--- src/rtl/fetch_sequencer.sv ---
// fetch_sequencer: multicycle instruction fetch controller upstream of the PC register.
//
// Reads the current PC, fetches the word at that address through a ready
// handshake, and presents it to the decoder. Once the decoder accepts the word,
// it computes the next PC (sequential or taken branch) and pulses the PC load
// strobe. A watchdog sets a sticky fault if memory never answers.
//
// Ports:
//   clk          system clock, rising edge
//   reset        synchronous active-low reset
//   pc_current   current PC register value
//   mem_addr     instruction memory address (registered)
//   mem_rd       read request, held until mem_ready
//   mem_rdata    read data, valid with mem_ready
//   mem_ready    memory completion strobe
//   instr        fetched instruction word
//   instr_valid  instr awaits the decoder
//   instr_ack    decoder accepts instr
//   br_taken     branch taken, sampled with instr_ack
//   br_target    branch target, sampled with instr_ack
//   halt         stop fetching after the current instruction retires
//   next_pc      PC register load value
//   pc_en        PC load strobe, one-cycle registered pulse
//   fault        sticky memory-timeout flag
module fetch_sequencer #(
   parameter int unsigned PC_W        = 16,
   parameter int unsigned INSTR_W     = 16,
   parameter int unsigned PC_INC      = 1,
   parameter int unsigned MEM_TIMEOUT = 15
) (
   input  logic               clk,
   input  logic               reset,
   input  logic [PC_W-1:0]    pc_current,
   output logic [PC_W-1:0]    mem_addr,
   output logic               mem_rd,
   input  logic [INSTR_W-1:0] mem_rdata,
   input  logic               mem_ready,
   output logic [INSTR_W-1:0] instr,
   output logic               instr_valid,
   input  logic               instr_ack,
   input  logic               br_taken,
   input  logic [PC_W-1:0]    br_target,
   input  logic               halt,
   output logic [PC_W-1:0]    next_pc,
   output logic               pc_en,
   output logic               fault
);

   typedef enum logic [2:0] {
      StIdle,
      StFetch,
      StWait,
      StHold,
      StUpdate,
      StSettle
   } state_e;

   localparam logic [7:0]      TimeoutCnt = 8'(MEM_TIMEOUT);
   localparam logic [PC_W-1:0] PcInc      = PC_W'(PC_INC);

   state_e             state_q, state_d;
   logic [PC_W-1:0]    mem_addr_q, mem_addr_d;
   logic               mem_rd_q, mem_rd_d;
   logic [INSTR_W-1:0] instr_q, instr_d;
   logic               instr_valid_q, instr_valid_d;
   logic [PC_W-1:0]    next_pc_q, next_pc_d;
   logic               pc_en_q, pc_en_d;
   logic               fault_q, fault_d;
   logic [7:0]         cnt_q, cnt_d;
   logic [7:0]         cnt_inc;

   assign cnt_inc = cnt_q + 8'd1;

   always_ff @(posedge clk) begin
      if (!reset) begin
         state_q       <= StIdle;
         mem_addr_q    <= '0;
         mem_rd_q      <= 1'b0;
         instr_q       <= '0;
         instr_valid_q <= 1'b0;
         next_pc_q     <= '0;
         pc_en_q       <= 1'b0;
         fault_q       <= 1'b0;
         cnt_q         <= '0;
      end else begin
         state_q       <= state_d;
         mem_addr_q    <= mem_addr_d;
         mem_rd_q      <= mem_rd_d;
         instr_q       <= instr_d;
         instr_valid_q <= instr_valid_d;
         next_pc_q     <= next_pc_d;
         pc_en_q       <= pc_en_d;
         fault_q       <= fault_d;
         cnt_q         <= cnt_d;
      end
   end

   always_comb begin
      state_d       = state_q;
      mem_addr_d    = mem_addr_q;
      mem_rd_d      = mem_rd_q;
      instr_d       = instr_q;
      instr_valid_d = instr_valid_q;
      next_pc_d     = next_pc_q;
      // pc_en is a pulse: it only rises on an accepted instruction.
      pc_en_d       = 1'b0;
      fault_d       = fault_q;
      cnt_d         = cnt_q;

      unique case (state_q)
         StIdle: begin
            if (!halt && !fault_q) state_d = StFetch;
         end
         StFetch: begin
            mem_addr_d = pc_current;
            mem_rd_d   = 1'b1;
            cnt_d      = '0;
            state_d    = StWait;
         end
         StWait: begin
            // A ready on the final watchdog cycle still completes the read.
            if (mem_ready) begin
               instr_d       = mem_rdata;
               instr_valid_d = 1'b1;
               mem_rd_d      = 1'b0;
               state_d       = StHold;
            end else begin
               cnt_d = cnt_inc;
               if (cnt_inc == TimeoutCnt) begin
                  fault_d  = 1'b1;
                  mem_rd_d = 1'b0;
                  state_d  = StIdle;
               end
            end
         end
         StHold: begin
            if (instr_ack) begin
               instr_valid_d = 1'b0;
               next_pc_d     = br_taken ? br_target : mem_addr_q + PcInc;
               pc_en_d       = 1'b1;
               state_d       = StUpdate;
            end
         end
         StUpdate: begin
            state_d = StSettle;
         end
         StSettle: begin
            state_d = halt ? StIdle : StFetch;
         end
         default: begin
            state_d = StIdle;
         end
      endcase
   end

   assign mem_addr    = mem_addr_q;
   assign mem_rd      = mem_rd_q;
   assign instr       = instr_q;
   assign instr_valid = instr_valid_q;
   assign next_pc     = next_pc_q;
   assign pc_en       = pc_en_q;
   assign fault       = fault_q;

endmodule

--- config.mk ---
export PLATFORM = sky130hd
export DESIGN_NAME = fetch_sequencer
export DESIGN_NICKNAME = d
export VERILOG_FILES = /design/src/rtl/fetch_sequencer.sv
export SDC_FILE = /design/constraint.sdc
export NUM_CORES = 1
export LEC_CHECK = 0
export CAP_MARGIN = 20
export CELL_PAD_IN_SITES_DETAIL_PLACEMENT = 1
export CELL_PAD_IN_SITES_GLOBAL_PLACEMENT = 1
export CORE_UTILIZATION = 34
export DETAILED_ROUTE_END_ITERATION = 16
export PLACE_DENSITY_LB_ADDON = 0.12
export RECOVER_POWER = 50
export SKIP_CTS_REPAIR_TIMING = 1
export SLEW_MARGIN = 20
export SYNTH_ARGS = -nofsm -noshare
export SYNTH_HDL_FRONTEND = slang
export SYNTH_SLANG_ARGS = --single-unit
--- constraint.sdc ---
create_clock -name clk -period 5.1 [get_ports clk]
set_clock_uncertainty 0.15 [all_clocks]
set_input_delay 0.765 -clock clk [delete_from_list [all_inputs] [get_ports clk]]
set_output_delay 0.765 -clock clk [all_outputs]
set_load 0.05 [all_outputs]
# After elaboration in Yosys (flattened, before gate mapping)
# Cells that the tools add are included.
dict set report word_totals {
  register_bits 63
  in_bits 54
  output_inout_bits 52
  elab_cells 53
}
dict set report classes {
  addsub 2
  eq_ne 11
  n_mux 16
  n_bitwise 1
  n_reduce_logical 14
}
# operator n
set ops {}
lappend ops {{$pmux 3 s6} 1}
lappend ops {{$add 16x1->16 const B} 1}
lappend ops {{$mux 16} 1}
lappend ops {{$pmux 8 s2} 1}
lappend ops {{$mux 3} 4}
lappend ops {{$reduce_and 2->1} 5}
lappend ops {{$reduce_and 3->1} 3}
lappend ops {{$add 8x1->8 const B} 1}
lappend ops {{$eq 8x4->1 const B} 1}
lappend ops {{$mux 8} 1}
lappend ops {{$ne 2x2->1 const B} 4}
lappend ops {{$eq 3x2->1 const B} 2}
lappend ops {{$eq 3x3->1 const B} 2}
lappend ops {{$mux 1} 6}
lappend ops {{$pmux 1 s2} 2}
lappend ops {{$reduce_bool 2->1} 2}
lappend ops {{$eq 3x1->1 const B} 1}
lappend ops {{$logic_not 3->1} 1}
lappend ops {{$ne 3x3->1 const B} 1}
lappend ops {{$logic_not 1->1} 2}
lappend ops {{$logic_and 1x1->1} 1}
lappend ops {{$not 1->1} 1}

# Depth between registers and ports, before layout
# Gate-level depths: netlist of run 1.
dict set report depth {
  depth_word 5
  ltp_mapped 7
  mapped_depth_nobuf 6
}

# Worst setup path before layout of run 1
# No wires, ideal clock.
dict set report synth_path {
  path_kind {reg-to-reg}
  start {reg mem_addr_q[6] (netlist: mem_addr[6])}
  end {reg next_pc_q[15] (netlist: next_pc[15])}
  setup_ns 0.118
  arrival_ns 1.787
  required_ns 4.832
  path_slack_ns 3.045
  path_stages_with_launch 6
  n_path_buf 0
  period_less_slack_ns 2.055
  cell_sequence {dfxtp_1 -> and4_4 -> nand4_1 -> or4_1 -> a21oi_1 -> o21ai_1}
}
dict set report synth_between {
  elab_chain_len 2
}
# element line_no
set synth_lines {}
lappend synth_lines {{from (decl)} 62} ;# logic [PC_W-1:0] mem_addr_q, mem_addr_d;
lappend synth_lines {{from (signal assigned)} 87} ;# mem_addr_q <= mem_addr_d;
lappend synth_lines {{$add 16x1->16} 139} ;# next_pc_d = br_taken ? br_target : mem_addr_q + PcInc;
lappend synth_lines {{$mux 16} 139}
lappend synth_lines {{to (signal assigned)} 91} ;# next_pc_q <= next_pc_d;
lappend synth_lines {{to (decl)} 66} ;# logic [PC_W-1:0] next_pc_q, next_pc_d;
# No other way between the ends.
# A chain may end at the register's enable or synchronous reset.

==> metrics.yaml, run 1 <==
outcome: "finished, violations left"
violations: "max-capacitance violations, max-slew violations"
power_density_nw_per_um2: 279
clock-sinks: 63
fp.dieH_um: 94.3
route.detailed.drc: 0
mostFrequentLayoutCells: "95 x clkdlybuf4s50_1, 87 x nand2_1, 63 x dfxtp_1, 35 x a21boi_0, 24 x o21ai_0"
clockBufferDepth: 2
cp.arrival_ns: 3.54
placed_cells: 545
first_pass_iters: 4
synthCells: 352
viasPerCell: 5.00
ys_seq_area_frac: 0.436
worstPathRequired_ns: 5.20
crit_chain: "clkdlybuf4s50_1 -> clkbuf_1 -> nand2_1 -> inv_2 -> nand2_1 -> o21ai_0"
rr_worst_depth: 4
finalCriticalPeriod_ns: 3.44
slew_violations: 48
leakage_nw: 1.48
path_max_fanout: 47
whs_endpoint: "next_pc[13]$_SDFFE_PN0P_"
htree_levels: 3
cts_tree: "yes"
path_common_cell: "nand2_1"
r2r_slack_ns: 3.04
critPathSlowestCell: "clkbuf_1"
worstSetupPathType: "in -> reg"
maxCapViolCount: 1
ys_warn_count: 0
hp-start: "next_pc[13]$_SDFFE_PN0P_"
core_um2: 8220
synth_nets: 409
fin_crit_sh: 0.674
io_pins: 106
fmax_mhz: 291
synthFlopType: "dfxtp_1"
start_kind: "input port"
ys_ff_latch: 63
critical_path.top_delay_family: "buffers and inverters"
synthTopCellsByArea: "dfxtp_1 44%, nand2_1 11%, a21boi_0 9.1%"
startpoint: "reset"
wl_per_cell_um: 15.0
critPathCaptureType: "flop"
num-nets-final: 508
irDropWorstVdd_v: 0.000145
grt_antenna_before_repair: 0
worstHoldPathCells: 2
setup_violations: 0
post-dp-hpwl_um: 6230
synth_area_leader_cell: "dfxtp_1"
layout_commonest_cell: "clkdlybuf4s50_1"
gp_congestion: 0.800
area_growth_syn_to_layout_pct: 43.7
cp_num_cells: 6
dieArea_um2: 8880
first_global_vias: 2699
tns_ns: 0
clock_latency_ns: 0.34
vias: 2800
port_buffers: 105
final_layout_size_suffix_gt1_frac: 0.0396
grt_max_degree: 48
stdcell_count: 560
diodes: 0
avgSynthCellArea_um2: 8.22
postRouteWirelength_um: 8400
crit_buf_inv: 3
clk_pin_slew_worst_paths_ns: 0.06
synth_cell_types: 45
synth_area_um2: 2890
async_flop_share: 0
track_usage: 0.198
dieWidth_um: 94.3
final_hold_viol_count: 0
slowest_delay_ns: 1.21
grt_overflow: 0
synth_edf_count: 0
grt_first_pass_wirelength_um: 13500
drtAntennaViolNets: 0
drt_iter0_drc: 85
rsz0062_at_grt: "false"
initial_core_util: 0.352
min_path_type: "reg -> reg"
yosys.area.top_type_share: 0.436
slew_headroom: -0.127
r2r-start: "state_q[0]$_SDFFE_PN0P_"
cts-root-buf: "clkbuf_8"
placementRows: 33
cts_inserted_buffers: 9
regToRegEndpoint: "cnt_q[4]$_SDFFE_PN0P_"
worst-slew-pin-transition_ns: 1.69
==> cell type report <==
type / count / area (um^2)
clock buffer: 15 / 176
multi-input combinational: 266 / 1520
inverter: 5 / 18.8
tap: 105 / 131
sequential: 63 / 1260
timing repair buffer: 106 / 1050
fill: 1007 / 4060
==> power by group <==
part           internal [W]  switching (W)
logic             0.0000937       0.000131
clock network      0.000214       0.000181
registers          0.000512      0.0000267
total              0.000821       0.000339
==> cell families after synthesis <==
family                     after synthesis  share of synthesized area
muxes                                    2                    0.00692
and+or+nand+nor                        153                      0.249
adders and majority gates                3                     0.0130
DFF                                     63                      0.436
xor gates and xnor gates                17                     0.0514
AOI/OAI and AO/OA                       91                      0.202
buffers and inverters                   23                     0.0415
==> state kept, by name, indices dropped and copies added (netlist names) <==
signal       flops
instr           16
mem_addr        16
next_pc         16
cnt_q            8
state_q          3
fault            1
instr_valid      1
mem_rd           1
pc_en            1
==> synth_stat cells (4+ instances only) <==
cell and number:
buf_2 6, clkbuf_1 6, o21ai_0 24, nor2b_1 4
nand2_1 87, and2_1 7, nand4_1 5, nor2_1 17
inv_1 4, dfxtp_1 63, xnor2_1 4, a21oi_1 16
xor2_1 13, nand3_1 11, a21boi_0 35, and3_1 4
a32oi_1 5
==> worst reg2reg max path, stage by stage (launching register included) <==
cell,delay (ns)
dfxtp_1,0.56
and2_1,0.68
nor2_1,0.23
o21ai_0,0.22
a21boi_0,0.11
==> per-layer routing <==
metal  up-vias  track usage  wire, um
met5         -            0         0
met4         0       0.0692       121
met3        11       0.0485       394
met2        62        0.322      3980
met1      1318        0.252      3910
li1       1409            -         -
==> metrics by stage <==
stage / cell area, um^2 / power [W] / util / hold slack (ns) / setup slack [ns]
final: 4160 / 0.00116 / 0.506 / 0.302 / 1.66
after detailed placement: 3980 / 0.000777 / 0.485 / 0.299 / 2.02
after floorplan: 2890 / 0.000679 / - / 0.301 / 3.05
after global routing: 4160 / 0.00121 / 0.506 / 0.324 / 1.25
after global placement: 3980 / 0.000773 / 0.485 / 0.286 / 2.09
after CTS: 4160 / 0.00117 / 0.506 / 0.307 / 2.38
==> how the worst max path moves through the flow <==
| stage | slack [ns] | end |
|---|---|---|
| finish | 1.66 | next_pc[7]$_SDFFE_PN0P_ |
| detailed placement | 2.02 | next_pc[7]$_SDFFE_PN0P_ |
| global placement | 2.09 | next_pc[10]$_SDFFE_PN0P_ |
| global route | 1.25 | next_pc[7]$_SDFFE_PN0P_ |
| floorplan | 3.05 | next_pc[15]$_SDFFE_PN0P_ |
| CTS | 2.38 | next_pc[7]$_SDFFE_PN0P_ |
Note: power is estimated with default switching activity, not from simulation.
==> run 2: changes to the inputs <==
--- a/config.mk
+++ b/config.mk
@@ -8,7 +8,7 @@
 export CAP_MARGIN = 20
 export CELL_PAD_IN_SITES_DETAIL_PLACEMENT = 1
 export CELL_PAD_IN_SITES_GLOBAL_PLACEMENT = 1
-export CORE_UTILIZATION = 34
+export CORE_UTILIZATION = 29
 export DETAILED_ROUTE_END_ITERATION = 16
 export PLACE_DENSITY_LB_ADDON = 0.12
 export RECOVER_POWER = 50
==> constraint.sdc (replaced) <==
create_clock -name clk -period 2.86 [get_ports clk]
set_clock_uncertainty 0.15 [all_clocks]
set_input_delay 0.429 -clock clk [delete_from_list [all_inputs] [get_ports clk]]
set_output_delay 0.429 -clock clk [all_outputs]
set_load 0.05 [all_outputs]
==> run 2 against run 1 <==
The flow now finishes without violations. Flip-flop and latch count stayed put. Core utilization is 7.5 points lower. Cell area is 0.96% higher. Register-to-register slack worse by 2.5 ns. Highest routed layer unchanged.
==> metrics.yaml, run 2 (synthesized netlist as in run 1, its figures left out) <==
start_kind: "input port"  # unchanged
tns_ns: 0  # unchanged
critPathSlowestCell: "clkbuf_2"  # was clkbuf_1
vias: 2783  # was 2,800
path_common_cell: "nand2_1"  # unchanged
io_pins: 106  # unchanged
whs_ns: 0.314  # was 0.302 ns
slew_violations: 0  # was 48
layout_commonest_cell: "clkdlybuf4s50_1"  # unchanged
first_global_vias: 2729  # was 2,699
cts_inserted_buffers: 9  # unchanged
fmax_mhz: 430
clockBufferDepth: 2  # unchanged
drt_iter0_drc: 67  # was 85
stdcell_count: 591  # was 560
htree_levels: 3  # unchanged
rsz0062_at_grt: "false"  # unchanged
grt_overflow: 0  # unchanged
cp.arrival_ns: 2.43  # was 3.54 ns
wl_met2_um: 3730  # was 3980 um
hp-start: "instr[6]$_SDFFE_PN0P_"  # was next_pc[13]$_SDFFE_PN0P_
worst-slew-pin-transition_ns: 0.761  # was 1.69 ns
num-nets-final: 510  # was 508
leakage_nw: 1.50  # was 1.48 nW
cts_tree: "yes"  # unchanged
route.detailed.drc: 0  # unchanged
highest_layer: "met4"  # unchanged
finalCriticalPeriod_ns: 2.33
mostFrequentLayoutCells: "91 x clkdlybuf4s50_1, 87 x nand2_1, 63 x dfxtp_1, 35 x a21boi_0, 26 x o21ai_0"  # was 95 x clkdlybuf4s50_1, 87 x nand2_1, 63 x dfxtp_1, 35 x a21boi_0, 24 x o21ai_0
power_density_nw_per_um2: 493  # was 279 nW/um^2
setup_violations: 0  # unchanged
outcome: "complete, no violations"  # was finished, violations left
m1WireLength_um: 4300  # was 3910 um
fp.dieH_um: 102  # was 94.3 um
area_growth_syn_to_layout_pct: 45.0  # was 43.7%
placed_cells: 575  # was 545
dieWidth_um: 102  # was 94.3 um
fin_crit_sh: 0.813
initial_core_util: 0.297  # was 0.352
grt_antenna_before_repair: 0  # unchanged
grt_max_degree: 47  # was 48
startpoint: "reset"  # unchanged
critPathCaptureType: "flop"  # unchanged
core_um2: 9730  # was 8220 um^2
cts-root-buf: "clkbuf_8"  # unchanged
fillCellCount: 1204  # was 1,007
r2r-start: "state_q[1]$_SDFFE_PN0P_"  # was state_q[0]$_SDFFE_PN0P_
wl_met3_um: 411  # was 394 um
track_usage: 0.168  # was 0.198
clock-sinks: 63  # unchanged
final_hold_viol_count: 0  # unchanged
irDropWorstVdd_v: 0.000177  # was 0.000145 V
maxCapViolCount: 0  # was 1
fin_area_um2: 4200  # was 4160 um^2
diodes: 0  # unchanged
clock_latency_ns: 0.33  # was 0.34 ns
min_path_type: "reg -> reg"  # unchanged
dieArea_um2: 10400  # was 8880 um^2
gp_congestion: 0.791  # was 0.800
clk_pin_slew_worst_paths_ns: 0.07  # was 0.06 ns
path_max_fanout: 46  # was 47
placed_area_um2: 4030  # was 3980 um^2
post-dp-hpwl_um: 6290  # was 6230 um
wl_per_cell_um: 14.4  # was 15.0 um
placementRows: 36  # was 33
slew_headroom: 0.493  # was -0.127
worstPathRequired_ns: 2.97  # was 5.20 ns
port_buffers: 105  # unchanged
grt_first_pass_wirelength_um: 13500  # unchanged
postRouteWirelength_um: 8540  # was 8400 um
drtAntennaViolNets: 0  # unchanged
first_pass_iters: 4  # unchanged
crit_chain: "clkdlybuf4s50_1 -> clkbuf_2 -> nand2_1 -> inv_2 -> nand2_1 -> o21ai_0"  # was clkdlybuf4s50_1 -> clkbuf_1 -> nand2_1 -> inv_2 -> nand2_1 -> o21ai_0
viasPerCell: 4.71  # was 5.00
final_layout_size_suffix_gt1_frac: 0.0480  # was 0.0396
worstSetupPathType: "in -> reg"  # unchanged
slowest_delay_ns: 0.60  # was 1.21 ns
-- run 2: final timing paths --
path | to | slack [ns] | depth (start not counted)
worst max register to register | cnt_q[4]$_SDFFE_PN0P_ | 0.56 | 4
worst max-delay path | next_pc[6]$_SDFFE_PN0P_ | 0.53 | 6
worst min-delay path | instr[6]$_SDFFE_PN0P_ | 0.31 | 2
worst min register to register | instr[6]$_SDFFE_PN0P_ | 0.31 | 2
-- run 2: report_power, final --
| part | total, W | internal (W) | switching (W) |
|---|---|---|---|
| sequential | 0.000960 | 0.000913 | 0.0000466 |
| combinational | 0.000401 | 0.000167 | 0.000234 |
| clock | 0.000709 | 0.000360 | 0.000349 |
-- run 2: stage by stage --
| stage | worst slack [ns] | total power (W) | util |
|---|---|---|---|
| final | 0.534 | 0.00207 | 0.431 |
| after global routing | 0.251 | 0.00216 | 0.431 |
| after CTS | 0.547 | 0.00211 | 0.433 |
| after detailed placement | 0.289 | 0.00139 | 0.414 |
| after global placement | 0.334 | 0.00139 | 0.414 |
| after floorplan | 0.805 | 0.00121 | - |
-- run 2: worst max-delay path: cells and delay by family --
kind,cells,cell delay [ns]
buffers and inverters,3,1.34
AND/OR/NAND/NOR,2,0.45
AO/OA/AOI/OAI,1,0.20
-- run 2: layout make-up --
type / count / area (um^2) / share of cell area
Multi-Input combinational cell: 266 / 1500 / 0.358
Tap cell: 133 / 166 / 0.0396
Timing Repair Buffer: 108 / 1070 / 0.255
Clock inverter: 3 / 17.5 / 0.00417
Clock buffer: 13 / 159 / 0.0379
Sequential cell: 63 / 1260 / 0.300
Inverter: 5 / 18.8 / 0.00447
-- run 2: routing by layer --
metal | vias to the layer above | global-route usage
li1 | 1413 | -
met1 | 1291 | 0.238
met3 | 9 | 0.0301
met2 | 70 | 0.258
met4 | 0 | 0.0560
met5 | - | 0
